--- config.mk ---
export PLATFORM = sky130hd
export DESIGN_NAME = oled_frame_writer
export DESIGN_NICKNAME = d
export VERILOG_FILES = /design/src/rtl/oled_pkg.sv /design/src/rtl/oled_frame_writer.sv
export SDC_FILE = /design/constraint.sdc
export NUM_CORES = 1
export LEC_CHECK = 0
export CORE_MARGIN = 2
export CORE_UTILIZATION = 65
export CTS_BUF_LIST = sky130_fd_sc_hd__clkbuf_4
export CTS_CLUSTER_SIZE = 10
export DETAILED_ROUTE_END_ITERATION = 7
export DONT_BUFFER_PORTS = 1
export HOLD_SLACK_MARGIN = 0.03
export PLACE_DENSITY = 0.91
export SYNTH_ARGS = -nofsm -noshare
export SYNTH_HDL_FRONTEND = slang
export SYNTH_SLANG_ARGS = --single-unit
export TNS_END_PERCENT = 5
--- constraint.sdc ---
create_clock -name clk -period 2.1 [get_ports clk]
set_input_delay 0.21 -clock clk [delete_from_list [all_inputs] [get_ports clk]]
set_output_delay 0.21 -clock clk [all_outputs]
set_load 0.005 [all_outputs]
--- src/rtl/oled_pkg.sv ---
// Shared definitions for the SSD1306/SH1106 frame writer: FSM encoding and
// the fixed control/command bytes placed on the I2C register interface.
package oled_pkg;

    typedef enum logic [2:0] {
        ST_IDLE       = 3'd0,
        ST_CMD_PAGE   = 3'd1,
        ST_CMD_COL_LO = 3'd2,
        ST_CMD_COL_HI = 3'd3,
        ST_FETCH      = 3'd4,
        ST_DATA       = 3'd5,
        ST_FINISH     = 3'd6
    } state_t;

    // Control byte that prefixes each I2C transfer
    localparam logic [7:0] CTRL_CMD  = 8'h00;
    localparam logic [7:0] CTRL_DATA = 8'h40;

    // Addressing command bases; low bits carry page or column nibble
    localparam logic [7:0] CMD_PAGE_BASE   = 8'hB0;
    localparam logic [7:0] CMD_COL_LO_BASE = 8'h00;
    localparam logic [7:0] CMD_COL_HI_BASE = 8'h10;

    function automatic logic is_write_state(input state_t s);
        logic w;
        case (s)
            ST_CMD_PAGE, ST_CMD_COL_LO, ST_CMD_COL_HI, ST_DATA: w = 1'b1;
            default:                                            w = 1'b0;
        endcase
        return w;
    endfunction

endpackage

--- src/rtl/oled_frame_writer.sv ---
// Streams one full frame to an SSD1306-style OLED over an external I2C byte
// master: per page, three addressing commands followed by COLS data bytes.
module oled_frame_writer
    import oled_pkg::*;
#(
    parameter int COLS       = 128,
    parameter int PAGES      = 8,
    parameter int COL_OFFSET = 0,
    localparam int FB_AW     = $clog2(COLS * PAGES)
) (
    input  logic             clk,
    input  logic             reset,
    input  logic             start,
    input  logic             fill_en,
    input  logic [7:0]       fill_pattern,
    output logic [FB_AW-1:0] fb_addr,
    input  logic [7:0]       fb_data,
    input  logic             i2c_done,
    output logic             write_i2c_en,
    output logic [7:0]       reg_addr,
    output logic [7:0]       reg_data,
    output logic             busy,
    output logic             done
);

    localparam int         CW        = $clog2(COLS);
    localparam logic [7:0] COL_OFF8  = 8'(COL_OFFSET);
    localparam logic [7:0] COL_LO_CMD = CMD_COL_LO_BASE | {4'h0, COL_OFF8[3:0]};
    localparam logic [7:0] COL_HI_CMD = CMD_COL_HI_BASE | {4'h0, COL_OFF8[7:4]};
    localparam logic [CW-1:0] COL_LAST  = CW'(COLS - 1);
    localparam logic [2:0]    PAGE_LAST = 3'(PAGES - 1);

    state_t        state, state_n;
    logic [CW-1:0] col, col_n;
    logic [2:0]    page, page_n;
    logic          issue;
    logic          fill_en_q;
    logic [7:0]    pattern_q;
    logic [7:0]    fb_q;
    logic          accept;
    logic          col_last, page_last;

    // issue marks the request cycle of a write state; a done seen then is stale
    assign accept    = is_write_state(state) && !issue && i2c_done;
    assign col_last  = (col == COL_LAST);
    assign page_last = (page == PAGE_LAST);

    // ---------------------------------------------------------------- state register
    always_ff @(posedge clk) begin
        if (reset) state <= ST_IDLE;
        else       state <= state_n;
    end

    // ---------------------------------------------------------------- next state
    always_comb begin
        state_n = state;
        case (state)
            ST_IDLE:       if (start)  state_n = ST_CMD_PAGE;
            ST_CMD_PAGE:   if (accept) state_n = ST_CMD_COL_LO;
            ST_CMD_COL_LO: if (accept) state_n = ST_CMD_COL_HI;
            ST_CMD_COL_HI: if (accept) state_n = ST_FETCH;
            ST_FETCH:                  state_n = ST_DATA;
            ST_DATA: begin
                if (accept) begin
                    if (!col_last)       state_n = ST_FETCH;
                    else if (!page_last) state_n = ST_CMD_PAGE;
                    else                 state_n = ST_FINISH;
                end
            end
            ST_FINISH:                 state_n = ST_IDLE;
            default:                   state_n = ST_IDLE;
        endcase
    end

    // ---------------------------------------------------------------- position counters
    always_comb begin
        col_n  = col;
        page_n = page;
        if (reset || (state == ST_IDLE && start)) begin
            col_n  = '0;
            page_n = '0;
        end else if (state == ST_DATA && accept) begin
            if (!col_last) begin
                col_n = col + 1'b1;
            end else if (!page_last) begin
                col_n  = '0;
                page_n = page + 3'd1;
            end
        end
    end

    always_ff @(posedge clk) begin
        if (reset) begin
            col       <= '0;
            page      <= '0;
            issue     <= 1'b0;
            fill_en_q <= 1'b0;
            pattern_q <= 8'h00;
            fb_q      <= 8'h00;
        end else begin
            col   <= col_n;
            page  <= page_n;
            issue <= is_write_state(state_n) && (state_n != state);
            if (state == ST_IDLE && start) begin
                fill_en_q <= fill_en;
                pattern_q <= fill_pattern;
            end
            if (state == ST_FETCH) fb_q <= fb_data;
        end
    end

    // ---------------------------------------------------------------- outputs
    // The address is presented from the next position so the one-cycle-late
    // framebuffer byte is already valid for capture at the end of FETCH.
    always_comb begin
        write_i2c_en = issue;
        busy         = (state != ST_IDLE);
        done         = (state == ST_FINISH);
        reg_addr     = CTRL_CMD;
        reg_data     = 8'h00;
        fb_addr      = FB_AW'(int'(page_n) * COLS + int'(col_n));
        case (state)
            ST_CMD_PAGE:   reg_data = CMD_PAGE_BASE | {5'd0, page};
            ST_CMD_COL_LO: reg_data = COL_LO_CMD;
            ST_CMD_COL_HI: reg_data = COL_HI_CMD;
            ST_DATA: begin
                reg_addr = CTRL_DATA;
                reg_data = fill_en_q ? pattern_q : fb_q;
            end
            default: ;
        endcase
    end

endmodule
==> impl_metrics.ini <==
[timing]
finalWorstSetupSlack_ps = 7.800
report.final.slew_viol_count = 0
hold_violations = 0
period_share_pct = 99.63
slew_headroom_pct = 51.59
worst-slew-pin-transition_ps = 723.8
tns_ps = 0
fmax_mhz = 478.0
skew_ps = 16.72
finalSetupViolCount = 0
fin_crit_ps = 2092
rsz0062_at_grt = yes

[routing]
drcViolationCount = 0
first_iter_violations = 45
wl_per_cell_um = 16.82
num_vias = 1558
first_pass_iters = 4
ant_nets = 0
finalWirelength_um = 4272
vias_per_cell = 6.134

[synthesis]
synthAdderAreaFrac_pct = 1.490
yosys_warnings = 0
syn_inst = 207
netlist_area_mm2 = 0.001679
synth_top_family_by_area = simple AND/OR/NAND/NOR gates
synth_mux_area_share_pct = 9.613
synthXorXnorAreaFrac_pct = 0.5216
syn_area_per_cell_um2 = 8.112
ys_ff_latch = 31
synth_compound_area_share_pct = 19.90
synth_cell_types = 41
synth-seq-area-share_pct = 36.96
yosys.area_share.simple_pct = 23.70

[layout]
antenna_cells = 0
drive_above_1_share_pct = 18.75
nFillCells = 147
postLayoutCoreUtil_pct = 80.22
design_area_mm2 = 0.001969
fin_cells = 254
area_delta_synth_final_pct = 17.29
nets = 246

[clocking]
clock_latency_ps = 330
clk_root_buffer_cell = clkbuf_4
path_clk_slew_ps = 100
cts.sinks = 31
cts_tree = yes
cts_buffers = 5
cts_buffer_depth = 2
cts-htree-levels = 2

[flow_run]
maxCapViolCount = 0

[global_route]
grt.overflow.total = 0
grt_max_degree = 21
grt_pass1_vias = 1449
track_usage_pct = 29.75
grt_pass1_wl_um = 6313
antenna_found_initial = 0

[worst_setup_path]
critical_path.top_delay_family = simple AND/OR/NAND/NOR gates
path_max_fanout = 8
crit_chain = ha_4, nand4_4, or2_4, a211oi_1, a21oi_1
reg2reg_setup_slack_ps = 450
cp-start-kind = flip-flop
worst-setup-path-type = flip-flop to output port
worstPathRequired_ps = 1890
critical_path_buf_inv_count = 0
crit_slowest_cell = dfxtp_2
cpPeakStageDelay_ps = 380
cp-end-kind = output port
cp.arrival_ps = 1880

[floorplan]
die_x_um = 54.83
start_util_pct = 68.40
coreArea_mm2 = 0.002455
rows = 18
io-pin-count = 50
die-area_mm2 = 0.003006
die_height_um = 54.83

[power]
vdd_drop_max_mv = 0.5257
p_leak_nw = 0.7424
p_per_area_mw_per_mm2 = 584.4

[place]
pre_cts_ws_ps = 74.56
hpwl_um = 2725
gp_congestion = 0.8359
place_area_mm2 = 0.001679
placed_cells = 231
port_buffers = 0

[min_path]
hp-class = primary input to flip-flop

[outcome]
outcome = completed
-- layout make-up --
| cell class | count | area [um2] | area share [%] |
|---|---|---|---|
| Sequential cell | 31 | 629.4 | 31.96 |
| Tap cell | 30 | 37.54 | 1.906 |
| Multi-Input combinational cell | 159 | 1040 | 52.80 |
| Clock buffer | 6 | 45.04 | 2.287 |
| Timing Repair Buffer | 22 | 195.2 | 9.911 |
| Clock inverter | 2 | 7.507 | 0.3812 |
| Inverter | 4 | 15.01 | 0.7624 |
-- logic make-up after synthesis --
family / count (synthesis)
AOI/OAI and AO/OA: 55
xor gates and xnor gates: 1
adders and majority gates: 2
buffers and inverters: 23
DFF: 31
muxes: 16
other: 1
and+or+nand+nor: 78
-- registers in the layout, indices dropped and copies added (netlist names) --
register	flops
col	7
fb_q	8
fill_en_q	1
page	3
pattern_q	8
state	3
write_i2c_en	1
-- path summary, 6_finish.rpt --
kind | from | to | cells after the start
worst max register to register | col[1] | col[3] | 5
worst min-delay path | fb_data[4] | fb_q[4] | 2
worst max-delay path | col[1] | fb_addr[3] | 5
worst min register to register | pattern_q[4] | pattern_q[4] | 2
-- routing by layer --
layer / track usage [%] / vias up / wire [um]
li1: - / 760 / -
met1: 30.69 / 743 / 1689
met2: 55.16 / 47 / 2342
met3: 9.563 / 8 / 189
met4: 10.83 / 0 / 51
met5: 0 / - / 0
-- cells in the mapped netlist (all sizes together) --
master / instances / area, um2
and2: 1 / 6.260
clkbuf: 7 / 26.28
mux2: 1 / 11.26
conb: 1 / 3.750
nand2: 28 / 105.1
o211ai: 1 / 7.510
nor3: 7 / 51.30
a22o: 1 / 8.760
inv: 4 / 15.01
ha: 2 / 25.02
a31o: 1 / 8.760
nand4: 3 / 25.02
or3: 1 / 6.260
xnor2: 1 / 8.760
or2: 4 / 25.02
o21a: 1 / 7.510
o211a: 2 / 20.02
nand2b: 1 / 6.260
nand3: 5 / 25.02
nor4b: 1 / 8.760
a22oi: 1 / 7.510
a21oi: 27 / 135.1
a211oi: 8 / 60.06
nor2: 20 / 75.07
mux2i: 15 / 150.1
dfxtp: 31 / 620.6
nand3b: 4 / 30.03
o31ai: 1 / 7.510
a31oi: 3 / 18.77
o311ai: 2 / 17.52
o21ai: 7 / 35.03
buf: 12 / 86.33
nor4: 3 / 33.78
-- cells in the final DEF, fill, tap and decap left out, types with 4 or more instances in the layout --
master,instances
a21oi_1,27
nand2_1,26
dfxtp_1,26
nor2_1,19
mux2i_1,15
dlygate4sd3_1,12
buf_4,10
o21ai_0,7
conb_1,7
clkbuf_4,6
nand3_1,5
nand3b_1,4
a211oi_2,4
a211oi_1,4
dfxtp_2,4
-- report_power, final --
group          leakage [nW]  internal, mW  switching (mW)
clock                0.0307         0.137           0.201
combinational         0.457        0.0754           0.113
sequential            0.255         0.609          0.0160
total                 0.742         0.821           0.330
-- per-stage QoR --
stage / power [mW] / hold WS (ps)
after floorplan: 0.7753 / 346.0
after detailed placement: 0.7969 / 283.4
after global routing: 1.201 / 31.66
after CTS: 1.146 / 30.56
final: 1.151 / 38.28
after global placement: 0.7883 / 281.4
-- worst reg2reg max path, stage by stage (launching register included) --
cell and delay [ps]:
dfxtp_2 380, ha_4 180, nand4_4 160, or2_4 340, a211oi_1 350, a21oi_1 130
-- timing repair --
| action | CTS | global route |
|---|---|---|
| hold endpoints to repair | 20 | 1 |
| pin swaps | 0 | 6 |
| hold buffers | 11 | 1 |
| setup buffers | 0 | 3 |
| endpoints found under the setup margin | 7 | 9 |
| gates resized for setup | 9 | 16 |
Note: power is estimated with default switching activity, not from simulation.
